$ cat src/rtl/pipe_pkg.sv
// pipe_pkg: types and constants shared by the pipeline hazard logic and the
// datapath forwarding muxes.
//   PIPE_REG_AW  register-address width of the scoreboard entries
//   sb_entry_t   one in-flight instruction: {v, we, dst, ld}
//   FWD_*        ALU operand source encodings (RF / MEM ALU result / WB data)
//   fwd_pick     operand source choice from the EX and MEM entry matches
package pipe_pkg;

  localparam int PIPE_REG_AW = 5;

  // ALU operand source selects
  localparam logic [1:0] FWD_RF  = 2'b00;
  localparam logic [1:0] FWD_MEM = 2'b01;
  localparam logic [1:0] FWD_WB  = 2'b10;

  // Scoreboard entry for one pipeline stage
  typedef struct packed {
    logic                   v;    // stage holds a real instruction
    logic                   we;   // instruction writes the RF
    logic [PIPE_REG_AW-1:0] dst;  // destination register
    logic                   ld;   // instruction is a load
  } sb_entry_t;

  // The producer in EX moves to MEM and wins over the one in MEM (which moves
  // to WB) because it is younger. A load in EX is never forwarded from MEM:
  // a consumer that reads it is stalled instead, so its value comes from WB.
  function automatic logic [1:0] fwd_pick(input logic hit_ex,
                                          input logic ex_is_ld,
                                          input logic hit_mem);
    logic [1:0] sel;
    if (hit_ex && !ex_is_ld) begin
      sel = FWD_MEM;
    end else if (hit_mem) begin
      sel = FWD_WB;
    end else begin
      sel = FWD_RF;
    end
    return sel;
  endfunction

endpackage

$ cat src/rtl/hazard_cmp.sv
// hazard_cmp: compares one source register against one scoreboard entry.
//   src_i    source register read by the ID instruction
//   ent_i    scoreboard entry of a later stage
//   match_o  entry is a valid RF writer of src_i; $0 never matches
module hazard_cmp
  import pipe_pkg::*;
(
  input  logic [PIPE_REG_AW-1:0] src_i,
  input  sb_entry_t              ent_i,
  output logic                   match_o
);

  // The load flag is irrelevant to the match itself; the caller qualifies it.
  logic unused_ld;
  assign unused_ld = ent_i.ld;

  assign match_o = ent_i.v & ent_i.we & (ent_i.dst == src_i) &
                   (src_i != {PIPE_REG_AW{1'b0}});

endmodule

$ cat src/rtl/hazard_ctrl.sv
// hazard_ctrl: hazard / stall / flush controller for the 5-stage MIPS pipeline.
// Keeps a scoreboard of the instructions in EX and MEM, raises PC / IF-ID hold,
// IF-ID flush and ID-EX bubble, and produces registered ALU forwarding selects.
//
// Build option: define HAZARD_FORWARDING_EN to enable operand forwarding. Then
// only a load-use dependency stalls (one cycle). Without it any RAW dependency
// on EX or MEM stalls until the producer reaches WB and the selects stay 00.
//
// Ports
//   CLK, RST        clock, synchronous active-high reset
//   id_*            decode-stage instruction info (valid, rs/rt + use, dst, we, load)
//   ex_redirect     taken branch / jump resolved in EX
//   stall_pc        hold PC                  (comb)
//   stall_ifid      hold IF/ID               (comb)
//   flush_ifid      clear IF/ID              (comb)
//   bubble_idex     load a NOP into ID/EX    (comb)
//   fwd_a_sel/b     ALU operand sources for the EX instruction (reg)
//   stall_cnt       saturating count of stall cycles
//   flush_cnt       saturating count of redirect flushes
//
// The WB stage needs no scoreboard entry here: the RF is written in the first
// half-cycle, so a WB producer is never a hazard, and the WB (10) select is
// latched from the MEM entry on the edge where that producer moves into WB.
module hazard_ctrl
  import pipe_pkg::*;
#(
  parameter int REG_AW = PIPE_REG_AW,  // must equal PIPE_REG_AW (scoreboard dst width)
  parameter int CNT_W  = 16
) (
  input  logic              CLK,
  input  logic              RST,
  input  logic              id_valid,
  input  logic [REG_AW-1:0] id_rs,
  input  logic [REG_AW-1:0] id_rt,
  input  logic              id_use_rs,
  input  logic              id_use_rt,
  input  logic              id_rf_we,
  input  logic [REG_AW-1:0] id_dst,
  input  logic              id_is_load,
  input  logic              ex_redirect,
  output logic              stall_pc,
  output logic              stall_ifid,
  output logic              flush_ifid,
  output logic              bubble_idex,
  output logic [1:0]        fwd_a_sel,
  output logic [1:0]        fwd_b_sel,
  output logic [CNT_W-1:0]  stall_cnt,
  output logic [CNT_W-1:0]  flush_cnt
);

  localparam logic [CNT_W-1:0] CNT_MAX = {CNT_W{1'b1}};
  localparam logic [CNT_W-1:0] CNT_ONE = {{(CNT_W-1){1'b0}}, 1'b1};

  sb_entry_t        ex_q, mem_q;
  sb_entry_t        ex_d;
  logic [1:0]       fwd_a_q, fwd_b_q, fwd_a_d, fwd_b_d;
  logic [CNT_W-1:0] stall_cnt_q, stall_cnt_d;
  logic [CNT_W-1:0] flush_cnt_q, flush_cnt_d;

  logic m_rs_ex, m_rs_mem, m_rt_ex, m_rt_mem;
  logic h_rs, h_rt, haz;
  logic do_flush, do_stall;

  hazard_cmp u_cmp_rs_ex  (.src_i(id_rs), .ent_i(ex_q),  .match_o(m_rs_ex));
  hazard_cmp u_cmp_rs_mem (.src_i(id_rs), .ent_i(mem_q), .match_o(m_rs_mem));
  hazard_cmp u_cmp_rt_ex  (.src_i(id_rt), .ent_i(ex_q),  .match_o(m_rt_ex));
  hazard_cmp u_cmp_rt_mem (.src_i(id_rt), .ent_i(mem_q), .match_o(m_rt_mem));

  // Hazard detection and stall/flush decisions; redirect beats a hazard
  always_comb begin
    h_rs = 1'b0;
    h_rt = 1'b0;
`ifdef HAZARD_FORWARDING_EN
    // Only a load in EX cannot be forwarded in time.
    h_rs = m_rs_ex & ex_q.ld;
    h_rt = m_rt_ex & ex_q.ld;
`else
    h_rs = m_rs_ex | m_rs_mem;
    h_rt = m_rt_ex | m_rt_mem;
`endif
    haz = id_valid & ((id_use_rs & h_rs) | (id_use_rt & h_rt));
    if (RST) begin
      do_flush = 1'b0;
      do_stall = 1'b0;
    end else if (ex_redirect) begin
      do_flush = 1'b1;
      do_stall = 1'b0;
    end else begin
      do_flush = 1'b0;
      do_stall = haz;
    end
    stall_pc    = do_stall;
    stall_ifid  = do_stall;
    flush_ifid  = do_flush;
    bubble_idex = do_stall | do_flush;
  end

  // Next scoreboard EX entry and next forwarding selects
  always_comb begin
    ex_d    = '0;
    fwd_a_d = FWD_RF;
    fwd_b_d = FWD_RF;
    if (bubble_idex) begin
      ex_d = '0;
    end else begin
      ex_d.v   = id_valid;
      ex_d.we  = id_rf_we;
      ex_d.dst = id_dst;
      ex_d.ld  = id_is_load;
`ifdef HAZARD_FORWARDING_EN
      fwd_a_d  = fwd_pick(m_rs_ex, ex_q.ld, m_rs_mem);
      fwd_b_d  = fwd_pick(m_rt_ex, ex_q.ld, m_rt_mem);
`else
      fwd_a_d  = FWD_RF;
      fwd_b_d  = FWD_RF;
`endif
    end
  end

  // Saturating performance counters
  always_comb begin
    stall_cnt_d = stall_cnt_q;
    flush_cnt_d = flush_cnt_q;
    if (do_stall && (stall_cnt_q != CNT_MAX)) begin
      stall_cnt_d = stall_cnt_q + CNT_ONE;
    end else begin
      stall_cnt_d = stall_cnt_q;
    end
    if (do_flush && (flush_cnt_q != CNT_MAX)) begin
      flush_cnt_d = flush_cnt_q + CNT_ONE;
    end else begin
      flush_cnt_d = flush_cnt_q;
    end
  end

  // Scoreboard shift, forwarding-select and counter registers
  always_ff @(posedge CLK) begin
    if (RST) begin
      ex_q        <= '0;
      mem_q       <= '0;
      fwd_a_q     <= FWD_RF;
      fwd_b_q     <= FWD_RF;
      stall_cnt_q <= {CNT_W{1'b0}};
      flush_cnt_q <= {CNT_W{1'b0}};
    end else begin
      ex_q        <= ex_d;
      mem_q       <= ex_q;
      fwd_a_q     <= fwd_a_d;
      fwd_b_q     <= fwd_b_d;
      stall_cnt_q <= stall_cnt_d;
      flush_cnt_q <= flush_cnt_d;
    end
  end

  assign fwd_a_sel = fwd_a_q;
  assign fwd_b_sel = fwd_b_q;
  assign stall_cnt = stall_cnt_q;
  assign flush_cnt = flush_cnt_q;

endmodule

$ cat config.mk
export PLATFORM = sky130hd
export DESIGN_NAME = hazard_ctrl
export DESIGN_NICKNAME = d
export VERILOG_FILES = /design/src/rtl/pipe_pkg.sv /design/src/rtl/hazard_cmp.sv /design/src/rtl/hazard_ctrl.sv
export SDC_FILE = /design/constraint.sdc
export NUM_CORES = 1
export LEC_CHECK = 0
export ABC_AREA = 1
export BUFFER_PORTS_ARGS = -buffer_cell sky130_fd_sc_hd__buf_2
export CELL_PAD_IN_SITES_DETAIL_PLACEMENT = 1
export CELL_PAD_IN_SITES_GLOBAL_PLACEMENT = 1
export CORE_ASPECT_RATIO = 1.75
export CORE_MARGIN = 5
export CORE_UTILIZATION = 39
export DETAILED_ROUTE_END_ITERATION = 10
export GPL_TIMING_DRIVEN = 0
export PLACE_DENSITY_LB_ADDON = 0.1
export SETUP_SLACK_MARGIN = 0.2
export SYNTH_ARGS = -nofsm -noshare
export SYNTH_HDL_FRONTEND = slang
export SYNTH_SLANG_ARGS = --single-unit
$ cat constraint.sdc
create_clock -name CLK -period 2.39 [get_ports CLK]
set_input_delay 0.239 -clock CLK [delete_from_list [all_inputs] [get_ports CLK]]
set_output_delay 0.239 -clock CLK [all_outputs]
set_load 0.03 [all_outputs]
==> results.md <==
- IO buf count: 57
- Fmax achieved: 491.5 MHz
- Pwr/cell area: 523.2 nW/um2
- Total Routing Usage GR: 19.11%
- Core area: 6807 um2
- ANT nets after route: 0
- CTS tree: yes
- CP Capture Type: primary output
- R2R cell count: 9
- Part of the power in the clock network: 45.6%
- Number of nets in the layout: 541
- Die span in y: 119.7 um
- Worst endpoint required time: 2150 ps
- Clk buf depth: 2
- Max_cap viols: 0
- Fin crit share: 85.13%
- Synth Area per Inst: 5.977 um2
- Post-Route WL: 7859 um
- Worst Hold Depth: 3
- WL per Instance: 13.08 um
- Flops & latches, synth: 46
- Finished Layout Cells: 601
- Status: finished, final reports clean
- Postcts setup bufs: 0
- Clock transition at path regs: 60 ps
- TritonCTS Buffers: 5
- Dpl cells: 593
- Final setup fails: 0
- Commonest non-fill, non-tap cell in the layout: nand2_1
- Pint: 0.001317 W
- Row cnt: 40
- Aggregate global routing overflow: 0
- Syn Std Cell Area: 2684 um2
- Warnings, synthesis: 0
- Initial antenna violation count: 0
- Critical path class: register to primary output
- Hold Fails Final Rpt: 0
- Initial cell density of the core: 39.43%
- Via count: 2926
- First-pass GRT wire length: 13390 um
- Sequential power share: 46.1%
- Logic gate share of total power: 8.3%
- RSZ-0062 raised after global routing: no
- Largest net degree at the start of global routing: 14
- Peak VDD IR: 0.3908 mV
- Antenna cell count: 0
- Peak per-stage delay on the critical path: 360 ps
- WP data arrival: 1800 ps
- Slew headroom: 62.39%
- Worst path slowest cell: dfxtp_1
- Cells after Synth: 449
- Sw frac: 22.67%
- H-Tree Depth: 2
- DP HPWL: 6420 um
- CTS root buffer: clkbuf_16
- Final GP Congestion: 0.8107
- CP startpoint kind: register
- Vias per inst: 4.869
- HP Class: primary input to register
- Crit-path max FO: 4
- Crit-path cells: inv_1 > nand2_1 > nand2_1 > nor2_1 > nand3_1 > nand2_1 > nand2_1 > nand2_2 > nand2_2 > inv_1 > buf_4 > buf_2
- Num Clock Sinks: 46
- DR pass1 iterations: 4
- Fin Setup TNS: 0 ps
- Layout cells sized above 1: 16.63%
- Clk_skew: 4.906 ps
- DRC: 0
- Clock Latency Late Sink: 290 ps
- Vias in the first global route: 3101
- Die area: 8706 um2
- Boundary Pins: 63
- Area Overhead vs Synth: 21.31%
- Total net switching power: 0.0003861 W
- Fill cells: 978
- Cell variety after synth: 29
- Pleak: 1.716 nW
- Sequential share of the synthesized area: 34.31%
- Most frequent cells in the layout: 133 x nand2_1, 79 x inv_1, 73 x nor2_1
- Period minus WS final: 2035 ps
- Cell mode on critical path: nand2_1
- Slew Viols, Final: 0
- Measured slew at the worst slew-check pin: 564.1 ps
- Initial DRC Count: 83
- Die X: 72.71 um
## metal layers
metal | global-route usage, % | wire, um | vias to the layer above
met5 | 0 | 0 | -
li1 | - | - | 1498
met3 | 3.521 | 305 | 12
met2 | 37.50 | 4341 | 49
met4 | 6.813 | 187 | 0
met1 | 18.94 | 3025 | 1367
## through the flow
stage	cell area (um2)	hold WS [ps]	util, %	power, W	setup WS [ps]
4_1_cts	3248	157.0	47.72	0.001736	222.6
3_5_place_dp	3085	427.7	45.33	0.0009455	496.0
3_3_place_gp	3085	417.4	45.33	0.0009404	542.9
5_1_grt	3256	164.4	47.83	0.001784	199.9
6_report	3256	163.6	47.83	0.001703	355.4
2_1_floorplan	2695	351.2	-	0.0008900	588.5
## sequential cells by signal, indices dropped and copies added, names as in the netlist
signal     count
flush_cnt     16
mem_q          7
ex_q           7
stall_cnt     16
## logic make-up (layout without fill, tap and decap cells)
| logic type | count (synthesis) | after routing | share of synthesized area [%] |
|---|---|---|---|
| simple gates | 271 | 271 | 42.80 |
| buf+inv | 94 | 159 | 14.17 |
| flops | 46 | 46 | 34.31 |
| compound gates | 29 | 29 | 5.688 |
| xor+xnor | 6 | 6 | 1.958 |
| fa+ha+maj | 2 | 2 | 0.9323 |
| other cells | 1 | 4 | 0.1397 |
## final timing paths
| path | to | startpoint | slack [ps] |
|---|---|---|---|
| setup / recovery | stall_pc | ex_q[4] | 360 |
| hold / removal | ex_q[2] | id_dst[1] | 160 |
| setup reg to reg | flush_cnt[7] | flush_cnt[0] | 510 |
| hold reg to reg | mem_q[6] | ex_q[6] | 430 |
## critical path: cells and delay by family (launching register included)
family                 cells  cell delay [ps]
DFF                        1              360
buffers and inverters      4              480
and+or+nand+nor            8              680
## power by group through the flow
| stage | clock, W | sequential, W | combinational (W) |
|---|---|---|---|
| finish | 0.000776 | 0.000786 | 0.000142 |
| global route | 0.000838 | 0.000787 | 0.000159 |
| CTS | 0.000807 | 0.000786 | 0.000143 |
| detailed placement | 0 | 0.000803 | 0.000142 |
| global placement | 0 | 0.000803 | 0.000138 |
| floorplan | 0 | 0.000807 | 0.0000834 |
## Yosys cell counts
master / count / share of area [%]
nor3_1: 10 / 1.9
nor2_4: 1 / 0.42
or2_4: 1 / 0.33
dfxtp_1: 46 / 34
clkbuf_1: 4 / 0.56
nor2_2: 1 / 0.23
nor4_2: 1 / 0.47
nand4_1: 15 / 3.5
nand3_2: 2 / 0.75
nand2_2: 2 / 0.47
o21ai_0: 15 / 2.8
a31oi_1: 1 / 0.23
a21oi_1: 11 / 2.1
buf_2: 3 / 0.56
conb_1: 1 / 0.14
xnor2_1: 1 / 0.33
xor2_1: 5 / 1.6
inv_2: 1 / 0.14
and2_1: 1 / 0.23
o21ai_2: 1 / 0.33
a21boi_0: 1 / 0.28
ha_1: 2 / 0.93
buf_4: 6 / 1.7
clkbuf_2: 1 / 0.19
nor3b_1: 1 / 0.28
nand3_1: 27 / 5.0
nand2_1: 135 / 19
inv_1: 79 / 11
nor2_1: 74 / 10
## final cells by class
type                       count  area [um2]  area share (%)
multi-input combinational    312        1401           43.04
timing repair buffer          57       285.3           8.763
clock buffer                   7       132.6           4.074
tap                           84       105.1           3.228
sequential                    46       920.9           28.29
clock inverter                 1       30.03          0.9224
inverter                      80       300.3           9.224
buffer                        14       80.08           2.460
## repair_timing
action / CTS / global route
hold buffers: 0 / 0
hold endpoints to repair: 0 / 0
endpoints found under the setup margin: 0 / 3
resized for setup: 0 / 3
No activity file was read; power rests on OpenSTA's default activity.
